--- config.mk ---
export PLATFORM = sky130hd
export DESIGN_NAME = trigger_detect
export DESIGN_NICKNAME = d
export VERILOG_FILES = /design/src/rtl/trigger_detect.sv
export SDC_FILE = /design/constraint.sdc
export NUM_CORES = 1
export LEC_CHECK = 0
export BUFFER_PORTS_ARGS = -buffer_cell sky130_fd_sc_hd__buf_4
export CAP_MARGIN = 20
export CORE_MARGIN = 2
export CORE_UTILIZATION = 45
export CTS_BUF_LIST = sky130_fd_sc_hd__clkbuf_8
export CTS_CLUSTER_DIAMETER = 60
export CTS_CLUSTER_SIZE = 25
export DETAILED_ROUTE_END_ITERATION = 7
export PLACE_DENSITY = 0.76
export SLEW_MARGIN = 20
export SYNTH_ARGS = -nofsm -noshare
export SYNTH_HDL_FRONTEND = slang
export SYNTH_SLANG_ARGS = --single-unit
--- constraint.sdc ---
create_clock -name clk_62_5 -period 4.3 [get_ports clk_62_5]
set_clock_uncertainty 0.05 [all_clocks]
set_input_delay 0.43 -clock clk_62_5 [delete_from_list [all_inputs] [get_ports clk_62_5]]
set_output_delay 0.43 -clock clk_62_5 [all_outputs]
set_load 0.05 [all_outputs]
--- src/rtl/trigger_detect.sv ---
// Edge trigger for the oscilloscope stage: hysteresis arming, stretched fire pulse, holdoff and fire counter.
// Define TRIGGER_AUTO_EN to build in the auto-fire timeout path.
module trigger_detect #(
  parameter int HYST           = 4,
  parameter int HOLDOFF_CYCLES = 160,
  parameter int STRETCH        = 4,
  parameter int AUTO_TIMEOUT   = 625000
) (
  input  logic       clk_62_5,
  input  logic       rst,
  input  logic [7:0] in_y,
  input  logic [7:0] level,
  input  logic       slope_sel,
  input  logic       arm,
  output logic       trigger,
  output logic       auto_fired,
  output logic [7:0] trig_count
);

  typedef enum logic [2:0] {
    IDLE,
    ARMING,
    READY,
    FIRE,
    HOLDOFF
  } state_t;

  localparam int PHASE_MAX = (HOLDOFF_CYCLES > STRETCH) ? HOLDOFF_CYCLES : STRETCH;
  localparam int PW = $clog2(PHASE_MAX + 1);
  localparam logic [PW-1:0] STRETCH_LAST = PW'(STRETCH - 1);
  localparam logic [PW-1:0] HOLD_LAST = PW'((HOLDOFF_CYCLES > 0) ? HOLDOFF_CYCLES - 1 : 0);
  localparam logic [8:0] HYST9 = 9'(HYST);

  state_t state, next_state;

  logic [7:0]    sample_q;
  logic [7:0]    level_q;
  logic          slope_q;
  logic          hit_q;
  logic [PW-1:0] phase_cnt;
  logic [8:0]    lvl9;
  logic [8:0]    lo_thr;
  logic [8:0]    hi_sum;
  logic [8:0]    hi_thr;
  logic          below_band;
  logic          crossing;
  logic          timeout_hit;
  logic          enter_fire;
  logic          enter_arming;

  // Hysteresis band edges, saturated to the 8-bit code range.
  always_comb begin
    lvl9       = {1'b0, level_q};
    lo_thr     = (lvl9 > HYST9) ? lvl9 - HYST9 : 9'd0;
    hi_sum     = lvl9 + HYST9;
    hi_thr     = (hi_sum > 9'd255) ? 9'd255 : hi_sum;
    below_band = slope_q ? ({1'b0, sample_q} > hi_thr) : ({1'b0, sample_q} < lo_thr);
    crossing   = slope_q ? (sample_q <= level_q) : (sample_q >= level_q);
  end

  always_comb begin
    next_state = state;
    if (!arm) begin
      next_state = IDLE;
    end else begin
      case (state)
        IDLE:    next_state = ARMING;
        ARMING: begin
          if (timeout_hit)     next_state = FIRE;
          else if (below_band) next_state = READY;
        end
        READY: begin
          if (hit_q || timeout_hit) next_state = FIRE;
        end
        FIRE: begin
          if (phase_cnt == STRETCH_LAST)
            next_state = (HOLDOFF_CYCLES == 0) ? ARMING : HOLDOFF;
        end
        HOLDOFF: begin
          if (phase_cnt == HOLD_LAST) next_state = ARMING;
        end
        default: next_state = IDLE;
      endcase
    end
  end

  assign enter_fire   = (next_state == FIRE) && (state != FIRE);
  assign enter_arming = (next_state == ARMING) && (state != ARMING);

  always_ff @(posedge clk_62_5 or posedge rst) begin
    if (rst) state <= IDLE;
    else     state <= next_state;
  end

  // hit_q adds the pipeline stage that puts trigger two edges after the crossing sample.
  always_ff @(posedge clk_62_5 or posedge rst) begin
    if (rst) begin
      sample_q   <= 8'd0;
      hit_q      <= 1'b0;
      level_q    <= 8'd0;
      slope_q    <= 1'b0;
      phase_cnt  <= '0;
      trigger    <= 1'b0;
      trig_count <= 8'd0;
    end else begin
      sample_q <= in_y;
      hit_q    <= crossing;
      trigger  <= (next_state == FIRE);
      if (enter_arming) begin
        level_q <= level;
        slope_q <= slope_sel;
      end
      if (next_state != state) phase_cnt <= '0;
      else                     phase_cnt <= phase_cnt + 1'b1;
      if (enter_fire) trig_count <= trig_count + 8'd1;
    end
  end

`ifdef TRIGGER_AUTO_EN
  localparam int TW = $clog2(AUTO_TIMEOUT + 1);

  logic [TW-1:0] timeout_cnt;

  assign timeout_hit = ((state == ARMING) || (state == READY)) &&
                       (timeout_cnt == TW'(AUTO_TIMEOUT - 1));

  always_ff @(posedge clk_62_5 or posedge rst) begin
    if (rst)                                        timeout_cnt <= '0;
    else if (enter_arming)                          timeout_cnt <= '0;
    else if ((state == ARMING) || (state == READY)) timeout_cnt <= timeout_cnt + 1'b1;
  end

  // A genuine crossing in READY takes precedence, so only non-crossing entries are automatic.
  always_ff @(posedge clk_62_5 or posedge rst) begin
    if (rst)                     auto_fired <= 1'b0;
    else if (enter_fire)         auto_fired <= !((state == READY) && hit_q);
    else if (next_state != FIRE) auto_fired <= 1'b0;
  end
`else
  // Timeout path compiled out; AUTO_TIMEOUT is never negative, so this is constant low.
  assign timeout_hit = (AUTO_TIMEOUT < 0);
  assign auto_fired  = 1'b0;
`endif

endmodule

==> Word-level counts from Yosys, hierarchy flattened <==
Index checks and enable logic that the tools add are counted.
{ "op_classes": {"n_reduce_logical": 3, "n_lt_le_gt_ge": 6, "eq_ne": 11, "add_sub_neg": 4, "mux": 11} }
{ "op_table": {"columns": ["op", "n"], "rows": [
  ["9-bit 2-to-1 mux", 2],
  ["8-bit by 1-bit adder with 8-bit output (second input constant)", 2],
  ["3-bit 2-to-1 mux", 5],
  ["3-bit case mux with 5 select lines", 1],
  ["8-bit by 3-bit adder with 9-bit output (second input constant)", 1],
  ["3-bit by 2-bit == test with 1-bit output (second input constant)", 3],
  ["8-bit by 9-bit > comparator with 1-bit output", 1],
  ["9-bit by 8-bit > comparator with 1-bit output (second input constant)", 1],
  ["8-bit by 9-bit less-than comparator with 1-bit output", 1],
  ["8-bit by 3-bit subtractor with 9-bit output (second input constant)", 1],
  ["8-bit by 2-bit == test with 1-bit output (second input constant)", 1],
  ["8-bit == test (second input constant)", 1],
  ["8-bit greater-or-equal comparator", 1],
  ["8-bit by 3-bit > comparator with 1-bit output (second input constant)", 1],
  ["8-bit less-or-equal comparator", 1],
  ["8-bit 2-to-1 mux", 1],
  ["3-bit by 1-bit == test with 1-bit output (second input constant)", 2],
  ["3-bit == test (second input constant)", 1],
  ["3-bit zero test", 1],
  ["3-bit by 1-bit != test with 1-bit output (second input constant)", 1],
  ["3-bit by 2-bit != test with 1-bit output (second input constant)", 1],
  ["3-bit != test", 1],
  ["1-bit logical AND", 2],
  ["1-bit 2-to-1 mux", 2]
]} }
{ "word_totals": {"ff_bits": 38, "output_inout_bits": 10} }

==> Longest topological paths before layout <==
{ "depth": {"word_depth": 10, "depth_mapped": 14, "depth_no_buf": 14} }

==> Worst setup path after synthesis <==
OpenSTA, ideal clock, no wires.
{ "synth_path": {"kind": "register to register", "from": "reg level_q[3]", "to": "reg state[1]", "arrival_time_ns": 3.075, "path_stages_with_launch": 15, "setup_slack_ns": 1.098, "cell_sequence": "dfrtp_1 inv_1 ha_1 nor3b_1 o21ai_0 or4_1 clkbuf_1 nand2_1 ha_1 a21o_1 a211o_1 a211oi_1 nor3_1 or3b_1 a21oi_1"} }
{ "synth_between": {"elab_chain_len": 8, "word_cells_on_any_way": 12, "classes_between": "add/sub (2); order compare (4); mux (6)"} }
{ "synth_lines": {"columns": ["item", "line_no", "text"], "rows": [
  ["start, declared", "37", "logic [7:0] level_q;"],
  ["start signal, assigned", "110", "level_q <= level;"],
  ["8-bit by 3-bit adder with 9-bit output", "55", "hi_sum = lvl9 + HYST9;"],
  ["9-bit by 8-bit > comparator with 1-bit output", "56", "hi_thr = (hi_sum > 9'd255) ? 9'd255 : hi_sum;"],
  ["9-bit 2-to-1 mux", "56", null],
  ["8-bit by 9-bit > comparator with 1-bit output", "57", "below_band = slope_q ? ({1'b0, sample_q} > hi_thr) : ({1'b0, sample_q} < lo_thr);"],
  ["1-bit 2-to-1 mux *", "57", null],
  ["3-bit 2-to-1 mux *", "70", "else if (below_band) next_state = READY;"],
  ["3-bit case mux with 5 select lines *", "66", "case (state)"],
  ["3-bit 2-to-1 mux *", "63", "if (!arm) begin"],
  ["named net next_state[1]", "34", "state_t state, next_state;"],
  ["end signal, assigned", "92", "else state <= next_state;"],
  ["end, declared", "34", null]
]} }
Mark *: on every way through the listed nets, which the timed path passes. The rest lies on a longest branch.
A chain may end at the register's enable or synchronous reset.

==> Worst setup path in the final report <==
Same ends and word-level chain as after synthesis.

==> impl_metrics.tcl <==
set metrics [dict create \
    ctsRootBufferMaster "clkbuf_8" \
    pre_cts_ws_ns 0.8706 \
    period_share_pct 80.35 \
    wire_per_inst_um 14.31 \
    critPathCaptureType "register" \
    ant_nets 0 \
    met2_usage_pct 30.17 \
    vias 1868 \
    numPortBuffers 28 \
    whs_ns 0.1947 \
    start_util_pct 47.18 \
    met3_usage_pct 2.674 \
    regArea_um2 950.9 \
    cp_common_cell "ha_1" \
    cts_sinks 38 \
    ys_types 50 \
    drt_iter0_drc 109 \
    gp_congestion 0.9439 \
    ctsHoldBuffers 0 \
    ys_ff_latch 38 \
    cpMaxStageDelayCell "or4_1" \
    syn_nets 291 \
    core-area_mm2 0.005140 \
    vdd_drop_max_mv 0.3387 \
    path_cells "inv_1 -> ha_1 -> nor3b_1 -> o21ai_0 -> or4_1 -> nand2_1 -> ha_1 -> a21o_1 -> a211o_1 -> a211oi_1 -> nor3_1 -> or3b_1 -> a21oi_1" \
    dieHeight_um 77.41 \
    cts_tree "yes" \
    hold_path.class "input pin to asynchronous set/reset pin" \
    cts.path.max_buffers 2 \
    dpl.hpwl_mm 3.674 \
    grt_use_met1_pct 21.73 \
    finalWirelength_mm 4.867 \
    p_leak_nw 1.333 \
    critical_path_class "register to register" \
    ys_warn_count 0 \
    crit_family "simple AND/OR/NAND/NOR gates" \
    drc 0 \
    ys_seq_area_share_pct 39.22 \
    layout_commonest_cell "dfrtp_1" \
    gr-max-usage-layer "met2" \
    grt_usage_pct 17.18 \
    critPathBufInv 1 \
    setup_ws_ns 0.8450 \
    synth-main-ff-cell "dfrtp_1" \
    setup_violations 0 \
    num-fill-cells 469 \
    cts-htree-levels 2 \
    clkTransAtPathRegs_ns 0.07 \
    drv_cap 0 \
    fin_crit_ns 3.455 \
    grt_overflow 0 \
    postCtsSetupBuffers 0 \
    final_layout_size_suffix_gt1_share_pct 18.89 \
    multi_input_area_mm2 0.001365 \
    startpoint_type "register" \
    grt_pass1_wl_mm 8.245 \
    synth_cells 242 \
    antenna_found_initial 0 \
    dr.pass1.iters 4 \
    powerDensity_mw_per_mm2 598.3 \
    grt_max_degree 39 \
    cts_resized 0 \
    diodes 0 \
    row_count 26 \
    cts_buffers 5 \
    io_pins 30 \
    synthArstFlopShare_pct 100.0 \
    viasPerCell 5.494 \
    synth_edf_count 0 \
    final_cell_mix "dfrtp_1, ha_1, buf_4" \
    fin_util_pct 53.51 \
    syn2layout_area_growth_pct 13.42 \
    die_area_mm2 0.005992 \
    rsz0062_at_grt "no" \
    timing.fmax_mhz 289.4 \
    synth_area_mm2 0.002425 \
    maxSlewViolCount 0 \
    final_hold_viol_count 0 \
    clkLatencyLatePin_ns 0.28 \
    crit_fanout 7 \
    status "finished clean" \
    critPathMaxStageDelay_ns 0.51 \
    die-width_um 77.41 \
    required_ns 4.46 \
    synth.avg_cell_area_um2 10.02 \
    grt_pass1_vias 1813 \
    worstPathArrival_ns 3.62 \
    finalSetupTns_ns 0 \
    layout.nets 319 \
]
[synth_stat cells, drive strengths merged, types with 2 or more instances]
cell     n  area, µm²
a211o    2      17.52
a211oi   2      15.01
a21o     4      30.03
a21oi    7      35.03
and2     3      18.77
and3     3      18.77
buf      4      41.29
clkbuf   4      15.01
dfrtp   38      950.9
ha      29      362.9
inv     14      52.55
mux2    11      123.9
mux2i    2      20.02
nand2   20      77.58
nand2b   2      12.51
nand3   12      60.06
nand4    7      43.79
nor2    20      75.07
nor2b    2      12.51
nor3     4      20.02
nor3b    3      22.52
nor4     2      18.77
o211ai   2      20.02
o21ai    8      40.04
o31ai    2      15.01
or4      2      18.77
xnor2    8      70.07
xor2     8      70.07
[cell type report]
cell class / instances / area share [%]
Clock buffer: 5 / 2.502
Timing Repair Buffer: 29 / 7.916
Multi-Input combinational cell: 182 / 49.64
Inverter: 14 / 1.911
Clock inverter: 2 / 0.2730
Sequential cell: 38 / 34.58
Tap cell: 70 / 3.185
[report_power, final]
part	internal, mW	total [mW]	switching (mW)
clock network	0.107	0.218	0.111
logic	0.383	0.832	0.449
registers	0.439	0.595	0.156
total	0.929	1.65	0.716
[routing by layer]
layer	part of all wire, %	wire, µm	vias to the layer above
met5	0	0	-
met4	1.8	90	0
met3	4.1	198	10
met2	51	2480	49
met1	43	2098	896
li1	-	-	913
[worst register-to-register path: cells and delay by family (launching register included)]
family                   cells  cell delay [ns]
buffers and inverters        1             0.16
flip-flops                   1             0.46
AND/OR/NAND/NOR              5             1.28
adder cells (fa/ha/maj)      2             0.39
AO/OA/AOI/OAI                5             1.05
[path summary, 6_finish.rpt]
path                                           start                        end  slack, ns  depth (start not counted)
setup / recovery              level_q[3]$_DFFE_PP0P_         state[1]$_DFF_PP0_       0.84                         13
setup reg to reg              level_q[3]$_DFFE_PP0P_         state[1]$_DFF_PP0_       0.84                         13
hold reg to reg            trig_count[7]$_DFFE_PP0P_  trig_count[7]$_DFFE_PP0P_       0.43                          1
min in group clk_62_5                        in_y[5]      sample_q[5]$_DFF_PP0_       0.20                          1
max in group asynchronous                        rst      sample_q[1]$_DFF_PP0_       3.66                          3
hold / removal                                   rst     level_q[6]$_DFFE_PP0P_       0.19                          3
[kinds of logic (layout without fill, tap and decap cells)]
group	Yosys count	in the layout	synth area share [%]
AND/OR/NAND/NOR	85	85	18.16
AO/OA/AOI/OAI	38	38	11.30
flip-flops	38	38	39.22
adder cells (fa/ha/maj)	29	29	14.96
buffers and inverters	22	50	4.489
XOR/XNOR	16	16	5.779
multiplexers	13	13	5.934
other	1	1	0.1547
[state kept, by name, summed over array words and instances (netlist names)]
register	cells
hit_q	1
trig_count	8
trigger	1
level_q	8
phase_cnt	8
slope_q	1
state	3
sample_q	8
[stage by stage]
stage	instance area [µm²]	total power, mW	instances
6_report	2750	1.646	340
5_1_grt	2750	1.797	340
4_1_cts	2750	1.656	340
3_5_place_dp	2674	1.425	333
3_3_place_gp	2674	1.399	333
2_1_floorplan	2425	1.237	242
Power figures use the tool's default switching activity.
